## config.mk

```make
export PLATFORM = sky130hd
export DESIGN_NAME = pipe_hazard_ctrl
export DESIGN_NICKNAME = d
export VERILOG_FILES = /design/src/rtl/pipe_hazard_ctrl.sv
export SDC_FILE = /design/constraint.sdc
export NUM_CORES = 1
export LEC_CHECK = 0
export ABC_CLOCK_PERIOD_IN_PS = 3450
export CORE_ASPECT_RATIO = 0.8
export CORE_MARGIN = 2
export CORE_UTILIZATION = 49
export DETAILED_ROUTE_END_ITERATION = 12
export PLACE_DENSITY = 0.88
export SYNTH_ARGS = -nofsm -noshare
export SYNTH_HDL_FRONTEND = slang
export SYNTH_SLANG_ARGS = --single-unit
```

## constraint.sdc

```tcl
create_clock -name clk -period 3.45 [get_ports clk]
set_input_delay 0.69 -clock clk [delete_from_list [all_inputs] [get_ports clk]]
set_output_delay 0.69 -clock clk [all_outputs]
set_load 0.05 [all_outputs]
```

## src/rtl/pipe_hazard_ctrl.sv

```systemverilog
// Stall/flush sequencer for the 5-stage pipeline: RAW hazard bubbles, branch flush,
// and a freeze handshake with the multi-cycle data memory.
//
// state | meaning
// IDLE  | no memory access in flight; a MEM-stage access issues sram_start
// BUSY  | waiting for sram_ready or timeout; whole pipeline frozen
// DONE  | one unfrozen cycle so the MEM instruction advances; no re-issue
module pipe_hazard_ctrl #(
   parameter int MEM_TIMEOUT = 15,
   parameter bit FORWARD_EN  = 1'b0,
   parameter int CNT_W       = 16
) (
   input  logic             clk,
   input  logic             rst,
   input  logic [4:0]       src1,
   input  logic [4:0]       src2,
   input  logic             two_src,
   input  logic             br_taken,
   input  logic [4:0]       exe_dest,
   input  logic             exe_wb_en,
   input  logic             exe_mem_r_en,
   input  logic [4:0]       mem_dest,
   input  logic             mem_wb_en,
   input  logic             mem_access,
   input  logic             sram_ready,
   output logic             sram_start,
   output logic             pc_freeze,
   output logic             if_id_freeze,
   output logic             id_bubble,
   output logic             back_freeze,
   output logic             if_flush,
   output logic             mem_error,
   output logic [CNT_W-1:0] stall_count
);

   typedef enum logic [1:0] {
      S_IDLE = 2'd0,
      S_BUSY = 2'd1,
      S_DONE = 2'd2
   } state_t;

   localparam logic [7:0] TC_LAST = 8'(MEM_TIMEOUT - 1);

   state_t     state, state_nxt;
   logic [7:0] tcnt, tcnt_nxt;
   logic       mem_frz;
   logic       start_c;
   logic       err_set;
   logic       m_exe, m_mem;
   logic       haz;

   always_ff @(posedge clk or posedge rst) begin
      if (rst) begin
         state <= S_IDLE;
         tcnt  <= 8'd0;
      end else begin
         state <= state_nxt;
         tcnt  <= tcnt_nxt;
      end
   end

   always_comb begin
      state_nxt = state;
      tcnt_nxt  = tcnt;
      mem_frz   = 1'b0;
      start_c   = 1'b0;
      err_set   = 1'b0;
      case (state)
         S_IDLE: begin
            tcnt_nxt = 8'd0;
            if (mem_access) begin
               start_c   = 1'b1;
               mem_frz   = 1'b1;
               state_nxt = S_BUSY;
            end
         end
         S_BUSY: begin
            mem_frz  = 1'b1;
            tcnt_nxt = tcnt + 8'd1;
            if (sram_ready) begin
               state_nxt = S_DONE;
            end else if (tcnt == TC_LAST) begin
               err_set   = 1'b1;
               state_nxt = S_DONE;
            end
         end
         S_DONE: begin
            tcnt_nxt  = 8'd0;
            state_nxt = S_IDLE;
         end
         default: begin
            tcnt_nxt  = 8'd0;
            state_nxt = S_IDLE;
         end
      endcase
   end

   // Register 0 never carries a dependency.
   always_comb begin
      m_exe = (exe_dest != 5'd0) && ((src1 == exe_dest) || (two_src && (src2 == exe_dest)));
      m_mem = (mem_dest != 5'd0) && ((src1 == mem_dest) || (two_src && (src2 == mem_dest)));
      if (FORWARD_EN) begin
         haz = exe_mem_r_en && m_exe;
      end else begin
         haz = (exe_wb_en && m_exe) || (mem_wb_en && m_mem);
      end
   end

   // Memory freeze outranks hazard stall, which outranks branch flush.
   always_comb begin
      sram_start   = 1'b0;
      pc_freeze    = 1'b0;
      if_id_freeze = 1'b0;
      id_bubble    = 1'b0;
      back_freeze  = 1'b0;
      if_flush     = 1'b0;
      if (!rst) begin
         sram_start = start_c;
         if (mem_frz) begin
            pc_freeze    = 1'b1;
            if_id_freeze = 1'b1;
            back_freeze  = 1'b1;
         end else if (haz) begin
            pc_freeze    = 1'b1;
            if_id_freeze = 1'b1;
            id_bubble    = 1'b1;
         end else if (br_taken) begin
            if_flush = 1'b1;
         end
      end
   end

   always_ff @(posedge clk or posedge rst) begin
      if (rst) begin
         mem_error   <= 1'b0;
         stall_count <= '0;
      end else begin
         if (err_set) begin
            mem_error <= 1'b1;
         end
         if ((mem_frz || haz) && !(&stall_count)) begin
            stall_count <= stall_count + CNT_W'(1);
         end
      end
   end

endmodule

```

==> key figures, run 1 <==
Status
  – Run status: complete, no violations

Finish
  – Nets: 249
  – Synth-to-Final Area Change: 39.1%
  – Most common cell after layout, fill and taps aside: clkdlybuf4s50_1
  – Ant diodes: 0
  – Most frequent cells in the layout: clkdlybuf4s50_1 (46), xnor2_1 (29), dfrtp_1 (27), nor2_1 (18), nand2_1 (16)
  – Layout cells sized above 1: roughly 6.5%

Clock network
  – Post-CTS Setup Repair Bufs: 0
  – Longest Clk Path Bufs: 2
  – Post_cts resized: 0
  – Clock-pin transition on the worst setup and hold timing paths: around 0.09 ns
  – H-tree depth: 1
  – TritonCTS clock tree: yes
  – CTS buffer count: 3
  – Clk_lat worst skew: about 0.28 ns
  – Sink count of the clock tree: 27
  – Cts hold-fix bufs: 0
  – Root buffer cell: clkbuf_8

Floorplanning
  – Die W: roughly 67 um
  – Die Y: ~54 um
  – Ports: 52
  – Core ar.: roughly 3100 sq um
  – # rows: 18
  – Initial Util: about half
  – Die area: between 3000 and 4000 sq um

Placement
  – Gpl congestion: between 0.8 and 0.9
  – HPWL after detailed placement: ~2800 um
  – I/O Buffers: 50

Timing
  – Final Setup Violations: 0
  – Max Fclk: between 0.2 and 0.3 GHz
  – Least-Margin Pin Slew: ~0.51 ns
  – Setup TNS: 0 ns
  – Final period util: a little over nine tenths
  – Min Tclk post-route: around 3.3 ns
  – Hold violation count in the final report: 0
  – RSZ-0062 raised after global routing: no
  – Worst Clk Skew: 0.00329 ns
  – Slew Viols, Final: 0
  – Slew margin rel.: 66.2%

Logic synthesis
  – Distinct cells, synth: 29
  – #FFs+latches synth: 27
  – Average size of a mapped cell: between 9 and 10 sq um
  – Post-Syn Nets: 193
  – Sequential fraction of the synthesis area: between 40% and 50%
  – Warnings from Yosys: 0
  – Cell Area, Synth: 1550 sq um
  – Mapped Cells: 161

Setup path
  – Worst Setup End Kind: output port
  – Slowest-stage cell, CP: or4_1
  – Startpoint Class: input pin
  – CP max FO: 3
  – Max incr delay on CP: 0.50 ns
  – Worst-path cell chain: clkdlybuf4s50_1 > or4_1 > o21a_1 > a221oi_2 > and3_1 > buf_12
  – CP bufs+invs: 2
  – Worst Path Arrival: 2.64 ns
  – Worst path required time: between 2 and 3 ns
  – Crit path kind: input pin to output port
  – Top Family by Delay on Critical Path: simple AND/OR/NAND/NOR gates

Routing
  – DRT Pass-1 Iters: 4
  – DRC Markers: 0
  – Drt first-iter violations: 37
  – Antenna-violating nets left: 0
  – Wirelength per Cell: about 14 um
  – WL final: 3700 um
  – Vias: approximately 1300
  – Drt via density: 5.20

Power and ir drop
  – Total power: about 0.0012 W
  – PwrDens: 535 nW/um^2
  – Peak supply drop: about 710 uV
  – Leak: 0.884 nW

Hold path
  – Min-Delay Path Class: flop to flop

Global route
  – Pin count of the biggest net entering global routing: 28
  – Total track usage: a little over a fifth
  – Global-route wire length before repair: approximately 5800 um
  – Grt total ovfl: 0
  – Antenna violations before repair: 0
  – Vias in the first global route: ~1300

Flow run
  – # Max-Cap Violations: 0
final timing paths:
check	start	to	slack, ns	depth (start not counted)
setup / recovery	mem_dest[3]	if_flush	0.12	6
hold / removal	mem_error	mem_error	0.48	1
setup reg to reg	stall_count[4]	stall_count[15]	1.26	7
hold reg to reg	mem_error	mem_error	0.48	1
max in group asynchronous	rst	stall_count[2]	2.27	3
min in group asynchronous	rst	stall_count[13]	0.93	3
worst reg2reg max path: stages (launching register included):
cell,delay (ns)
dfrtp_1,0.47
nand4_1,0.22
nor2_1,0.26
nand3_1,0.14
nor3_1,0.26
or2_1,0.43
nor4_1,0.13
xor2_1,0.16
synthesized netlist by cell type:
cell type	n	share of area (%)
and2_1	1	0.40
dfrtp_1	27	44
a21o_1	1	0.48
o22ai_1	2	0.81
o21a_1	2	0.97
nand2b_1	1	0.40
xor2_1	12	6.8
ha_1	3	2.4
and4b_1	1	0.64
nor3_1	9	2.9
a221oi_2	1	0.97
buf_6	1	0.73
xnor2_1	29	16
nor4b_1	1	0.56
or2_1	1	0.40
nor4_1	1	0.40
or4_1	2	0.97
mux2i_1	1	0.64
buf_4	1	0.48
a22oi_1	1	0.48
nor2_1	18	4.4
nor3_2	1	0.64
nand3_1	10	3.2
clkbuf_1	1	0.24
inv_1	3	0.73
and3_1	5	2.0
or3_1	1	0.40
nand4_1	8	3.2
nand2_1	16	3.9
metrics by stage:
stage                     instance area, sq um  setup slack (ns)  hold WS (ns)  cells  utilization [%]
final                                     2160             0.116         0.475    256             70.5
after CTS                                 2160            0.0900         0.473    256             70.5
after detailed placement                  2110             0.120         0.449    252             69.0
after global routing                      2160            0.0120         0.512    256             70.5
after floorplan                           1550             0.427         0.462    161                -
after global placement                    2110             0.121         0.440    252             69.0
flip-flops by register name, summed over array words and instances, names as in the netlist:
name         flops
stall_count     16
tcnt             8
mem_error        1
state            2
cells by family after synthesis:
group | Yosys count | synth area share (%)
simple gates | 76 | 24.4
xor+xnor | 41 | 23.1
flops | 27 | 43.5
compound gates | 7 | 3.71
buf+inv | 6 | 2.18
fa+ha+maj | 3 | 2.42
mux | 1 | 0.645
per-layer routing:
metal	GRT usage [%]	up-vias	wire, um
met1	27.6	621	1760
met5	0	-	0
li1	-	660	-
met3	6.17	5	309
met4	6.12	0	34
met2	36.5	45	1600
area by class of cell:
type | count | area (sq um)
fill | 262 | 903
timing repair buffer | 54 | 533
clock buffer | 3 | 41.3
tap | 40 | 50.0
clock inverter | 1 | 5.00
multi-input combinational | 128 | 843
inverter | 3 | 11.3
sequential | 27 | 676
power by group:
group / switching, W / internal (W) / total (W) / leakage (nW)
Clock: 0.0000977 / 0.0000811 / 0.000179 / 0.0255
Combinational: 0.000323 / 0.000201 / 0.000524 / 0.518
Sequential: 0.0000795 / 0.000374 / 0.000454 / 0.340
No activity file was read; power rests on OpenSTA's default activity.
==> run 2: changes to the inputs <==
--- a/config.mk
+++ b/config.mk
@@ -6,11 +6,11 @@
 export NUM_CORES = 1
 export LEC_CHECK = 0
 export ABC_CLOCK_PERIOD_IN_PS = 3450
-export CORE_ASPECT_RATIO = 0.8
+export CORE_ASPECT_RATIO = 0.9
 export CORE_MARGIN = 2
-export CORE_UTILIZATION = 49
+export CORE_UTILIZATION = 48
 export DETAILED_ROUTE_END_ITERATION = 12
-export PLACE_DENSITY = 0.88
+export PLACE_DENSITY = 0.87
 export SYNTH_ARGS = -nofsm -noshare
 export SYNTH_HDL_FRONTEND = slang
 export SYNTH_SLANG_ARGS = --single-unit
==> run 2 against run 1 <==
Compared with the run above: die area up 1.9%; hold slack gained 0.035 ns; power is 3.7% lower; fmax fell by 0.88%; clock-buffer cell count is the same; sequential power about the same; critical path depth is the same; utilization is 0.74 points lower; global-route usage is 0.87 points lower; non-clock buffer count is 2 lower.
==> key figures, run 2 (synthesis results as in run 1) <==
Clock network
  – Clock-pin transition on the worst setup and hold timing paths: between 0.1 and 0.15 ns
  – Post-CTS Setup Repair Bufs: 0
  – H-tree depth: 1
  – CTS buffer count: 3
  – TritonCTS clock tree: yes
  – Clk_lat worst skew: 0.32 ns
  – Sink count of the clock tree: 27
  – Longest Clk Path Bufs: 2
  – Root buffer cell: clkbuf_4

Finish
  – Biggest regs: stall_count: 16 flops, tcnt: 8 flops, state: 2 flops
  – Synth-to-Final Area Change: 37.8%
  – Ant diodes: 0
  – Multi-input gate area: about 850 sq um
  – Register area: around 680 sq um
  – Layout cells sized above 1: approximately 5.6%
  – Most frequent cells in the layout: clkdlybuf4s50_1 (46), xnor2_1 (29), dfrtp_1 (27), nor2_1 (18), nand2_1 (16)
  – Most common cell after layout, fill and taps aside: clkdlybuf4s50_1
  – Fill cells: roughly 240
  – Most flop-heavy register: stall_count
  – Nets: approximately 250
  – Max reg flops: 16
  – Fin cells: ~260

Power and ir drop
  – Clock share of power: between 10% and 20%
  – Share of power burned in registers: 40.9%
  – Peak supply drop: 504 uV
  – Combinational power share: a little under half
  – Total power: about 0.0011 W
  – Cell Int Power: 0.000619 W
  – Leak: 0.867 nW
  – Net Sw Power: 0.000495 W
  – Sw Share: 44.4%
  – PwrDens: between 500 and 600 nW/um^2

Setup path
  – R2r setup slk: about 1.4 ns
  – Critical R2R Capture: stall_count[11]
  – Worst-path cell chain: clkdlybuf4s50_1 > or4_1 > o21a_1 > a221oi_4 > and3_1 > buf_12
  – Reg2Reg Launch Point: stall_count[4]
  – Startpoint Class: input pin
  – Max incr delay on CP: 0.56 ns
  – Worst Setup End Kind: output port
  – Worst Path Arrival: 2.67 ns
  – Worst r2r path cells: 7
  – Slowest-stage cell, CP: or4_1
  – Top Family by Delay on Critical Path: simple AND/OR/NAND/NOR gates
  – CP bufs+invs: 2
  – Worst path required time: about 2.8 ns
  – Crit path kind: input pin to output port
  – CP max FO: 3

Timing
  – Worst Clk Skew: about 0.0076 ns
  – Hold_ws: roughly 0.5 ns
  – Max Fclk: about 0.30 GHz
  – Post-route setup slack: 0.0866 ns
  – Least-Margin Pin Slew: between 0.5 and 0.6 ns
  – Hold violation count in the final report: 0
  – Min Tclk post-route: 3.36 ns
  – Slew Viols, Final: 0
  – Slew margin rel.: 66.0%
  – Final Setup Violations: 0
  – Final period util: between 90 and 100%

Global route
  – Vias in the first global route: between 1000 and 1500
  – Total track usage: between 20% and 30%
  – Antenna violations before repair: 0
  – Global-route wire length before repair: ~5900 um
  – Pin count of the biggest net entering global routing: 28
  – Grt total ovfl: 0

Hold path
  – Hold endpoint: mem_error
  – Min-Delay Path Class: flop to flop
  – Min-delay src: mem_error
  – Hold depth: 1

Placement
  – HPWL after detailed placement: 2860 um
  – Gpl congestion: around 0.88
  – Placed cells: approximately 250
  – Placement Setup Slack: 0.0490 ns
  – I/O Buffers: 50

Routing
  – DRC Markers: 0
  – Drt via density: approximately 5.3
  – Antenna-violating nets left: 0
  – Drt first-iter violations: 22
  – DRT Pass-1 Iters: 4
  – WL final: 3630 um
  – Wirelength per Cell: ~14 um
  – Vias: between 1000 and 1500

Floorplanning
  – Ports: 52
  – Initial Util: 50.6%
  – # rows: 19
  – Die Y: 58.0 um
  – Core ar.: between 3000 and 4000 sq um
  – Die area: approximately 3700 sq um
  – Die W: ~64 um

Flow run
  – # Max-Cap Violations: 0

Status
  – Run status: complete, no violations
==> run 2: cell types whose count changed in the layout (fill, tap and decap cells not counted), sizes merged <==
cell	change
buf	-2
==> run 2: power by group through the flow <==
| stage | combinational (W) | clock, W | sequential, W |
|---|---|---|---|
| floorplan | 0.000174 | 0 | 0.000616 |
| global placement | 0.000516 | 0 | 0.000454 |
| detailed placement | 0.000527 | 0 | 0.000458 |
| CTS | 0.000529 | 0.000137 | 0.000454 |
| global route | 0.000561 | 0.000147 | 0.000465 |
| finish | 0.000528 | 0.000129 | 0.000456 |
==> run 2: worst register-to-register path, delay by kind of cell (launching register included) <==
kind / cells / cell delay, ns
xor+xnor: 1 / 0.16
simple gates: 6 / 1.30
flops: 1 / 0.49
==> run 2: what timing repair did <==
action                                  CTS  global route
endpoints found under the setup margin    0             1
resized for setup                         0             1
hold buffers                              0             0
==> run 2: how the worst max path moves through the flow <==
stage | start | to | slack (ns) | cells past startpoint
floorplan | rst | sram_start | 0.43 | 1
global placement | mem_dest[1] | if_flush | 0.11 | 6
detailed placement | mem_dest[2] | if_flush | 0.05 | 6
CTS | mem_dest[2] | if_flush | 0.04 | 6
global route | mem_dest[2] | if_flush | -0.005 | 6
finish | mem_dest[2] | if_flush | 0.09 | 6
==> run 2: cell type report <==
| type | count | share of cell area (%) |
|---|---|---|
| sequential | 27 | 31.6 |
| inverter | 3 | 0.526 |
| clock buffer | 3 | 1.05 |
| tap | 42 | 2.46 |
| multi-input combinational | 128 | 39.9 |
| timing repair buffer | 52 | 24.2 |
| clock inverter | 1 | 0.234 |
==> run 2: metal layers <==
layer	up-vias	part of all wire [%]	track usage (%)
met5	-	0	0
met4	0	1.1	8.39
met3	4	6.2	3.69
met2	50	50	36.5
met1	648	43	25.4
li1	660	-	-
==> run 2: stage by stage <==
stage                     cell area [sq um]  TNS [ns]  util, %
final                                  2140         0     69.8
after floorplan                        1550         0        -
after CTS                              2130         0     69.4
after global placement                 2100         0     68.5
after detailed placement               2100         0     68.5
after global routing                   2140  -0.00546     69.8
